$ cat config.mk
export PLATFORM = sky130hd
export DESIGN_NAME = sokoban_board_engine
export DESIGN_NICKNAME = d
export VERILOG_FILES = /design/src/rtl/sokoban_pkg.sv /design/src/rtl/sokoban_undo_stack.sv /design/src/rtl/sokoban_board_engine.sv
export SDC_FILE = /design/constraint.sdc
export NUM_CORES = 1
export LEC_CHECK = 0
export BUFFER_PORTS_ARGS = -buffer_cell sky130_fd_sc_hd__clkbuf_2
export CAP_MARGIN = 20
export CELL_PAD_IN_SITES_DETAIL_PLACEMENT = 0
export CELL_PAD_IN_SITES_GLOBAL_PLACEMENT = 1
export CORE_MARGIN = 2
export CORE_UTILIZATION = 27
export DETAILED_ROUTE_END_ITERATION = 6
export PLACE_DENSITY = 0.61
export SYNTH_ARGS = -nofsm -noshare
export SYNTH_HDL_FRONTEND = slang
export SYNTH_HIERARCHICAL = 1
export SYNTH_SLANG_ARGS = --single-unit
$ cat constraint.sdc
create_clock -name clk -period 7.5 [get_ports clk]
set_input_delay 0.75 -clock clk [delete_from_list [all_inputs] [get_ports clk]]
set_output_delay 0.75 -clock clk [all_outputs]
set_load 0.02 [all_outputs]
$ cat src/rtl/sokoban_pkg.sv
// rtl/sokoban_pkg.sv - shared constants, FSM states, undo record and grid helpers
//
// Purpose: definitions shared by sokoban_board_engine and sokoban_undo_stack.
//   - command op codes (cmd_op encoding)
//   - direction encoding (equal to the low two bits of the move op codes)
//   - FSM state enum
//   - undo record layout {prev_pos, dir, pushed}
//   - grid neighbour / edge helpers parameterised by grid width and height
// Ports: none (package).
// Optional feature macro used by the engine: SOKOBAN_UNDO_EN.
package sokoban_pkg;

  localparam logic [2:0] OP_UP    = 3'd0;
  localparam logic [2:0] OP_DOWN  = 3'd1;
  localparam logic [2:0] OP_LEFT  = 3'd2;
  localparam logic [2:0] OP_RIGHT = 3'd3;
  localparam logic [2:0] OP_UNDO  = 3'd4;
  localparam logic [2:0] OP_RETRY = 3'd5;
  localparam logic [2:0] OP_NEXT  = 3'd6;
  localparam logic [2:0] OP_PREV  = 3'd7;

  localparam logic [1:0] DIR_UP    = 2'd0;
  localparam logic [1:0] DIR_DOWN  = 2'd1;
  localparam logic [1:0] DIR_LEFT  = 2'd2;
  localparam logic [1:0] DIR_RIGHT = 2'd3;

  typedef enum logic [2:0] {LOAD_A, LOAD_B, IDLE, EXEC, CHECK, WIN} state_t;

  // Widest position field any supported grid needs; the engine packs only
  // its own POS_W bits into the stack.
  localparam int REC_POS_MAX = 16;

  typedef struct packed {
    logic [REC_POS_MAX-1:0] prev_pos;
    logic [1:0]             dir;
    logic                   pushed;
  } undo_rec_t;

  // True when a step from pos in direction dir stays on the grid.
  function automatic logic can_step(input int pos, input logic [1:0] dir,
                                    input int gw, input int gh);
    int row;
    int col;
    row = pos / gw;
    col = pos % gw;
    case (dir)
      DIR_UP:    return row > 0;
      DIR_DOWN:  return row < gh - 1;
      DIR_LEFT:  return col > 0;
      default:   return col < gw - 1;
    endcase
  endfunction

  // Linear index of the neighbouring cell; only meaningful when can_step holds.
  function automatic int neighbour(input int pos, input logic [1:0] dir, input int gw);
    case (dir)
      DIR_UP:    return pos - gw;
      DIR_DOWN:  return pos + gw;
      DIR_LEFT:  return pos - 1;
      default:   return pos + 1;
    endcase
  endfunction

endpackage

$ cat src/rtl/sokoban_undo_stack.sv
// rtl/sokoban_undo_stack.sv - circular LIFO of move records, overwrites oldest when full
//
// Purpose: holds up to DEPTH undo records. A push when full drops the oldest
//   record and keeps count at DEPTH. rec_out always shows the newest record.
// Ports:
//   clk, reset      clock, synchronous active-high reset
//   clear           empty the stack (level load)
//   push, pop       store rec_in / discard newest record (never both at once)
//   rec_in, rec_out record written / newest record held
//   count           number of records available
module sokoban_undo_stack #(
  parameter int DEPTH = 16,
  parameter int REC_W = 9,
  parameter int CNT_W = $clog2(DEPTH + 1)
) (
  input  logic             clk,
  input  logic             reset,
  input  logic             clear,
  input  logic             push,
  input  logic             pop,
  input  logic [REC_W-1:0] rec_in,
  output logic [REC_W-1:0] rec_out,
  output logic [CNT_W-1:0] count
);
  import sokoban_pkg::*;

  localparam int PTR_W = (DEPTH > 1) ? $clog2(DEPTH) : 1;

  logic [REC_W-1:0] mem [DEPTH];
  logic [PTR_W-1:0] wr_ptr;
  logic [PTR_W-1:0] top_ptr;

  // wr_ptr points at the next free slot; the newest record sits just below it.
  assign top_ptr = (wr_ptr == '0) ? PTR_W'(DEPTH - 1) : wr_ptr - PTR_W'(1);
  assign rec_out = mem[top_ptr];

  always_ff @(posedge clk) begin
    if (reset || clear) begin
      wr_ptr <= '0;
      count  <= '0;
    end else if (push) begin
      wr_ptr <= (wr_ptr == PTR_W'(DEPTH - 1)) ? '0 : wr_ptr + PTR_W'(1);
      if (count != CNT_W'(DEPTH))
        count <= count + CNT_W'(1);
    end else if (pop && count != '0) begin
      wr_ptr <= top_ptr;
      count  <= count - CNT_W'(1);
    end
  end

  always_ff @(posedge clk) begin
    if (push)
      mem[wr_ptr] <= rec_in;
  end

endmodule

$ cat src/rtl/sokoban_board_engine.sv
// rtl/sokoban_board_engine.sv - Sokoban board state, level load, moves, pushes, undo and win
//
// Purpose: holds the live board, loads it from the level ROM for the current
//   stage, executes move/undo/retry/stage commands and flags a win.
//   Optional macro SOKOBAN_UNDO_EN instantiates the undo history; without it
//   undo is a no-op and undo_count is tied to 0.
// Ports:
//   clk, reset                     clock, synchronous active-high reset
//   cmd_valid, cmd_ready, cmd_op   command handshake and op code
//   lvl_wall, lvl_box, lvl_dest    level ROM bitmaps for stage
//   lvl_man                        level ROM start position
//   wall, box, destination, man    live board
//   stage, step, undo_count, win   status
module sokoban_board_engine #(
  parameter int GRID_W     = 8,
  parameter int GRID_H     = 8,
  parameter int UNDO_DEPTH = 16,
  parameter int STEP_W     = 8,
  parameter int STAGE_W    = 2,
  localparam int CELLS     = GRID_W * GRID_H,
  localparam int POS_W     = $clog2(CELLS),
  localparam int CNT_W     = $clog2(UNDO_DEPTH + 1)
) (
  input  logic               clk,
  input  logic               reset,
  input  logic               cmd_valid,
  output logic               cmd_ready,
  input  logic [2:0]         cmd_op,
  input  logic [CELLS-1:0]   lvl_wall,
  input  logic [CELLS-1:0]   lvl_box,
  input  logic [CELLS-1:0]   lvl_dest,
  input  logic [POS_W-1:0]   lvl_man,
  output logic [CELLS-1:0]   wall,
  output logic [CELLS-1:0]   box,
  output logic [CELLS-1:0]   destination,
  output logic [POS_W-1:0]   man,
  output logic [STAGE_W-1:0] stage,
  output logic [STEP_W-1:0]  step,
  output logic [CNT_W-1:0]   undo_count,
  output logic               win
);
  import sokoban_pkg::*;

  state_t           state;
  logic [2:0]       op_q;
  logic [1:0]       dir;
  logic             t_ok;
  logic             u_ok;
  int               t_pos;
  logic [POS_W-1:0] t_idx;
  logic [POS_W-1:0] u_idx;
  logic             push_box;
  logic             blocked;

  // Move evaluation for the latched op: t is the target, u the cell beyond it.
  always_comb begin
    dir      = op_q[1:0];
    t_ok     = can_step(int'(man), dir, GRID_W, GRID_H);
    t_pos    = neighbour(int'(man), dir, GRID_W);
    t_idx    = POS_W'(t_pos);
    u_ok     = t_ok && can_step(t_pos, dir, GRID_W, GRID_H);
    u_idx    = POS_W'(neighbour(t_pos, dir, GRID_W));
    push_box = box[t_idx];
    blocked  = !t_ok || wall[t_idx] || (push_box && (!u_ok || wall[u_idx] || box[u_idx]));
  end

`ifdef SOKOBAN_UNDO_EN
  localparam int REC_W = POS_W + 3;

  logic [REC_W-1:0] rec_out;
  logic [POS_W-1:0] rec_prev;
  logic [1:0]       rec_dir;
  logic             rec_pushed;
  logic [POS_W-1:0] b_idx;
  logic             push_rec;
  logic             pop_rec;

  assign {rec_prev, rec_dir, rec_pushed} = rec_out;
  // On undo the man stands where he was after the move, so a pushed box sits
  // one step further along the recorded direction.
  assign b_idx    = POS_W'(neighbour(int'(man), rec_dir, GRID_W));
  assign push_rec = (state == EXEC) && !op_q[2] && !blocked;
  assign pop_rec  = (state == EXEC) && (op_q == OP_UNDO) && (undo_count != '0);

  sokoban_undo_stack #(
    .DEPTH (UNDO_DEPTH),
    .REC_W (REC_W),
    .CNT_W (CNT_W)
  ) u_undo (
    .clk     (clk),
    .reset   (reset),
    .clear   (state == LOAD_B),
    .push    (push_rec),
    .pop     (pop_rec),
    .rec_in  ({man, dir, push_box}),
    .rec_out (rec_out),
    .count   (undo_count)
  );
`else
  assign undo_count = '0;
`endif

  always_ff @(posedge clk) begin
    if (reset) begin
      state       <= LOAD_A;
      op_q        <= OP_UP;
      cmd_ready   <= 1'b0;
      stage       <= '0;
      step        <= '0;
      win         <= 1'b0;
      wall        <= '0;
      box         <= '0;
      destination <= '0;
      man         <= '0;
    end else begin
      case (state)
        LOAD_A: state <= LOAD_B;
        LOAD_B: begin
          wall        <= lvl_wall;
          box         <= lvl_box;
          destination <= lvl_dest;
          man         <= lvl_man;
          step        <= '0;
          win         <= 1'b0;
          cmd_ready   <= 1'b1;
          state       <= IDLE;
        end
        IDLE: begin
          if (cmd_valid) begin
            op_q      <= cmd_op;
            cmd_ready <= 1'b0;
            state     <= EXEC;
          end
        end
        WIN: begin
          // Only level-changing ops leave the win screen; moves/undo are dropped.
          if (cmd_valid && cmd_op[2] && (cmd_op[1] || cmd_op[0])) begin
            op_q      <= cmd_op;
            cmd_ready <= 1'b0;
            state     <= EXEC;
          end
        end
        EXEC: begin
          if (!op_q[2]) begin
            if (!blocked) begin
              man <= t_idx;
              if (push_box) begin
                box[t_idx] <= 1'b0;
                box[u_idx] <= 1'b1;
              end
              if (step != '1)
                step <= step + STEP_W'(1);
            end
            state <= CHECK;
          end else if (op_q == OP_UNDO) begin
`ifdef SOKOBAN_UNDO_EN
            if (undo_count != '0) begin
              man <= rec_prev;
              if (rec_pushed) begin
                box[b_idx] <= 1'b0;
                box[man]   <= 1'b1;
              end
              if (step != '0)
                step <= step - STEP_W'(1);
            end
            state <= CHECK;
`else
            state     <= win ? WIN : IDLE;
            cmd_ready <= 1'b1;
`endif
          end else begin
            if (op_q == OP_NEXT)
              stage <= stage + STAGE_W'(1);
            else if (op_q == OP_PREV)
              stage <= stage - STAGE_W'(1);
            step  <= '0;
            state <= LOAD_A;
          end
        end
        CHECK: begin
          win       <= ((box & ~destination) == '0) && (box != '0);
          state     <= (((box & ~destination) == '0) && (box != '0)) ? WIN : IDLE;
          cmd_ready <= 1'b1;
        end
        default: state <= LOAD_A;
      endcase
    end
  end

endmodule

==> results.md <==
- In this run the remaining antenna-violating nets after routing total 0.
- For this run, asynchronously set or reset flops after synthesis account for 0%.
- The mux share of post-synthesis cell area is 10.4%.
- Data on the critical path is required at its endpoint by 7.97 ns.
- In this run the standard cell core region covers 53700 um2.
- Dividing the detail-routed via count by the number of cells gives 5.66.
- The flow ran to the end, and the final reports show no timing, DRC or antenna violations.
- 419 I/O pins were placed.
- The headroom to the max-slew limit is 28.6%.
- The capturing element type of the critical path is a flip-flop.
- Setup repair after global routing left no endpoint under its margin.
- In this run the core area contains 85 standard-cell rows.
- The via count of the first global-routing pass is 16400.
- After detailed routing, the total wire length is 81800 um.
- The initial antenna violation count is 0.
- The depth of the CTS H-tree is 1.
- Once the clock tree was built, the resizer swapped 0 gates to a different size.
- The TritonCTS clock tree is built.
- The floorplan die area is 56000 um2.
- Global routing used 27.9% of the available tracks across all layers.
- Setup violations remaining at the end of the flow were counted as 0.
- The routed wire length per instance is 26.9 um.
- The worst path uses 84.9% of the clock period.
- The number of flip-flops and latches in the synthesized netlist is 216.
- The number of cells produced by synthesis is 1986.
- The data arrival at the endpoint of the critical path is 6.83 ns.
- The cell area after placement is 17300 um2.
- Derived from the worst setup path, the maximum achievable clock frequency is 0.157 GHz.
- For this block, the initial DRC count from the detailed router was 1653.
- At the pin with the least slew margin, the transition time is 1.06 ns.
- After detailed routing, the number of remaining DRC violations is 0.
- Routability-driven placement finished with a final weighted congestion of 0.967.
- The worst path buffer plus inverter count is 4.
- In this run the clock root is driven by a sky130_fd_sc_hd__clkbuf_16.
- The setup TNS is 0 ns.
- The worst-case hold slack is 0.381 ns.
- The class of the worst hold path is in -> reg.
- The area growth from synthesis to layout is 24.6%.
- Across the VDD grid, the largest voltage drop is 0.000171 V.
- The critical path goes through inv_1 > ha_1 > o21ai_1 > buf_4 > nor2_2 > inv_2 > ha_1 > xnor2_1 > a21o_1 > mux2_2 > a222oi_1 > nor3b_1 > o21ai_0 > o22ai_2 > nand4_4 > o21a_4 > buf_4 > mux2_4.
- In this run the worst path has a maximum fanout of 21.
- The main combinational cell family by area after synthesis is simple AND/OR/NAND/NOR gates.
- The number of endpoints with negative hold slack in the final report came to 0.
- Once the floorplan was initialized, standard cells occupied 27.2% of the core.
- The number of I/O port buffers is 413.
- The adder-cell share of the synthesized area is 2.07%.
- The number of distinct library cells after synthesis is 96.
- The commonest register cell after synthesis is sky130_fd_sc_hd__dfxtp_1.
- Entering global routing, the biggest net connects 112 pins.
- The count of yosys warnings during synthesis is 6.
- The number of enable flip-flop cells after synthesis is 0.
- The filler cells instantiated in the layout total 5809.
- Across the whole layout, storage elements account for 4330 um2.
- The clock net sink count is 216.
- For this design the static power due to leakage is 7.37 nW.
- The clock passes through at most 3 buffers.
- For the worst-skew pair, the clock arrives at the later sink with an insertion delay of 0.58 ns.
- In this run the power density over the cells is 352 nW/um2.
- The proportion of layout cells with a drive suffix above 1 is 26.0%.
- The horizontal extent of the die is 237 um.
- The clock arrives with 0.0192 ns of skew.
- By startpoint and endpoint, the worst setup path is classified as reg -> reg.
- After Yosys synthesis, XOR and XNOR cells account for 1.16% of the synthesized area.
- The number of hold-repair buffers added at the cts stage is 0.
- Sequential elements use 29.6% of the synthesized area.
- The final design instance area without fill is 18200 um2.
- The netlist area before placement is 14600 um2.
- The delay of the slowest critical-path stage is 0.81 ns.
- The total clock buffers created by CTS is 27.
- The number of setup buffers added after CTS is 0.
- The number of nets at the end of the flow is 2547.
- The clock-pin transition on the worst setup and hold timing paths is 0.06 ns.
- The max-cap check violation count is 0.
- The area of combinational cells with multiple inputs is 9290 um2.
- The count of pins over their slew limit is 0.
- The family with the most delay on the worst path is compound AO/OA/AOI/OAI gates.
- The first detailed-routing pass ran for 6 iterations.
- STA classifies the critical path startpoint as a flip-flop.
- The simple-gate portion of the synthesized area is 25.3%.
- The average instance in the mapped netlist occupies 7.36 um2.
- Counting I/O delays and the setup requirement, the final critical path takes 6.37 ns.
- The cell at the slowest stage of the critical path is sky130_fd_sc_hd__dfxtp_1.
- The share of the synthesized area in compound gates (AO/OA/AOI/OAI) is 24.2%.
- The number of antenna diodes in the final layout is 0.
- The remaining global-route overflow is 0.
- The utilization of the core after routing is 33.9%.
- The via count is 17200.
- The final HPWL from detailed placement is 62700 um.
- The wire length of the first global-routing pass is 116000 um.
- The die is 237 um tall.
==> metrics by stage <==
stage | setup WS (ns) | instances | power, mW
after detailed placement | 1.31 | 2987 | 4.94
after global placement | 1.41 | 2987 | 4.95
final | 1.13 | 3037 | 6.41
after CTS | 1.27 | 3037 | 6.36
after global routing | 0.832 | 3037 | 6.70
after floorplan | 1.22 | 1990 | 3.61
==> synth_stat cells, types with 9 or more instances <==
master	count	area share, %
sky130_fd_sc_hd__a2111oi_0	12	0.72
sky130_fd_sc_hd__a211oi_1	15	0.77
sky130_fd_sc_hd__a21oi_1	188	6.4
sky130_fd_sc_hd__a221oi_1	52	3.1
sky130_fd_sc_hd__a22oi_1	10	0.51
sky130_fd_sc_hd__a31oi_1	21	0.90
sky130_fd_sc_hd__and2_1	9	0.39
sky130_fd_sc_hd__and3_1	9	0.39
sky130_fd_sc_hd__buf_2	21	0.72
sky130_fd_sc_hd__clkbuf_1	116	3.0
sky130_fd_sc_hd__dfxtp_1	216	30
sky130_fd_sc_hd__ha_1	21	1.8
sky130_fd_sc_hd__inv_1	85	2.2
sky130_fd_sc_hd__mux2_2	17	1.3
sky130_fd_sc_hd__mux2_4	44	4.5
sky130_fd_sc_hd__mux2i_1	56	3.8
sky130_fd_sc_hd__nand2_1	409	11
sky130_fd_sc_hd__nand3_1	63	2.2
sky130_fd_sc_hd__nand4_1	17	0.73
sky130_fd_sc_hd__nor2_1	159	4.1
sky130_fd_sc_hd__nor2b_1	20	0.86
sky130_fd_sc_hd__nor3_1	55	1.9
sky130_fd_sc_hd__nor4_1	27	1.2
sky130_fd_sc_hd__o211ai_1	33	1.7
sky130_fd_sc_hd__o21ai_0	70	2.4
sky130_fd_sc_hd__o22ai_1	39	1.7
==> per-layer routing <==
metal | vias to the layer above | share of wire (%) | GRT usage [%]
met5 | - | 0 | 0
met4 | 0 | 3.6 | 9.57
met3 | 141 | 8.6 | 6.47
met2 | 881 | 44 | 43.9
met1 | 8337 | 43 | 37.4
li1 | 7831 | - | -
==> worst min-delay path: cells and delay by family <==
family | cells | cell delay (ns)
buffers and inverters | 1 | 0.08
AOI/OAI and AO/OA | 1 | 0.05
and+or+nand+nor | 1 | 0.04
==> layout make-up <==
class | count | area share [%]
Sequential cell | 216 | 23.8
Tap cell | 696 | 4.78
Inverter | 89 | 1.85
Clock buffer | 37 | 4.19
Timing Repair Buffer | 461 | 13.4
Clock inverter | 13 | 0.928
Multi-Input combinational cell | 1525 | 51.0
==> kinds of logic (layout without fill, tap and decap cells) <==
family	count (synthesis)	after routing
xor gates and xnor gates	16	16
and+or+nand+nor	822	822
buffers and inverters	249	600
muxes	122	122
other	1	5
AOI/OAI and AO/OA	537	537
DFF	216	216
adders and majority gates	23	23
==> state kept, by name, indices dropped and copies added (netlist names) <==
name         count
box             64
cmd_ready        1
destination     64
man              6
op_q             3
stage            2
state            3
step             8
wall            64
win              1
==> report_power, final <==
group	internal (mW)	switching, mW	total [mW]	leakage, nW
sequential	1.28	0.328	1.61	1.77
clock	0.820	0.569	1.39	0.448
combinational	1.07	2.35	3.41	5.15
==> placed cells by master (no fill, tap or decap), types with 52 or more instances in the layout <==
cell type and count:
sky130_fd_sc_hd__nor2_1 157, sky130_fd_sc_hd__nand3_1 63, sky130_fd_sc_hd__a221oi_1 52, sky130_fd_sc_hd__dfxtp_1 214, sky130_fd_sc_hd__inv_1 85, sky130_fd_sc_hd__clkbuf_2 412, sky130_fd_sc_hd__a21oi_1 188, sky130_fd_sc_hd__nor3_1 55
sky130_fd_sc_hd__mux2i_1 56, sky130_fd_sc_hd__nand2_1 408, sky130_fd_sc_hd__o21ai_0 70
==> final timing paths <==
check	startpoint	endpoint	slack, ns	depth (start not counted)
max	man[2]$_SDFFE_PP0P_	box[25]$_SDFFE_PP0P_	1.13	18
min	lvl_dest[61]	destination[61]$_SDFFE_PP0P_	0.38	3
max reg2reg	man[2]$_SDFFE_PP0P_	box[25]$_SDFFE_PP0P_	1.13	18
min reg2reg	destination[45]$_SDFFE_PP0P_	destination[45]$_SDFFE_PP0P_	0.48	2
No activity file was read; power rests on OpenSTA's default activity.
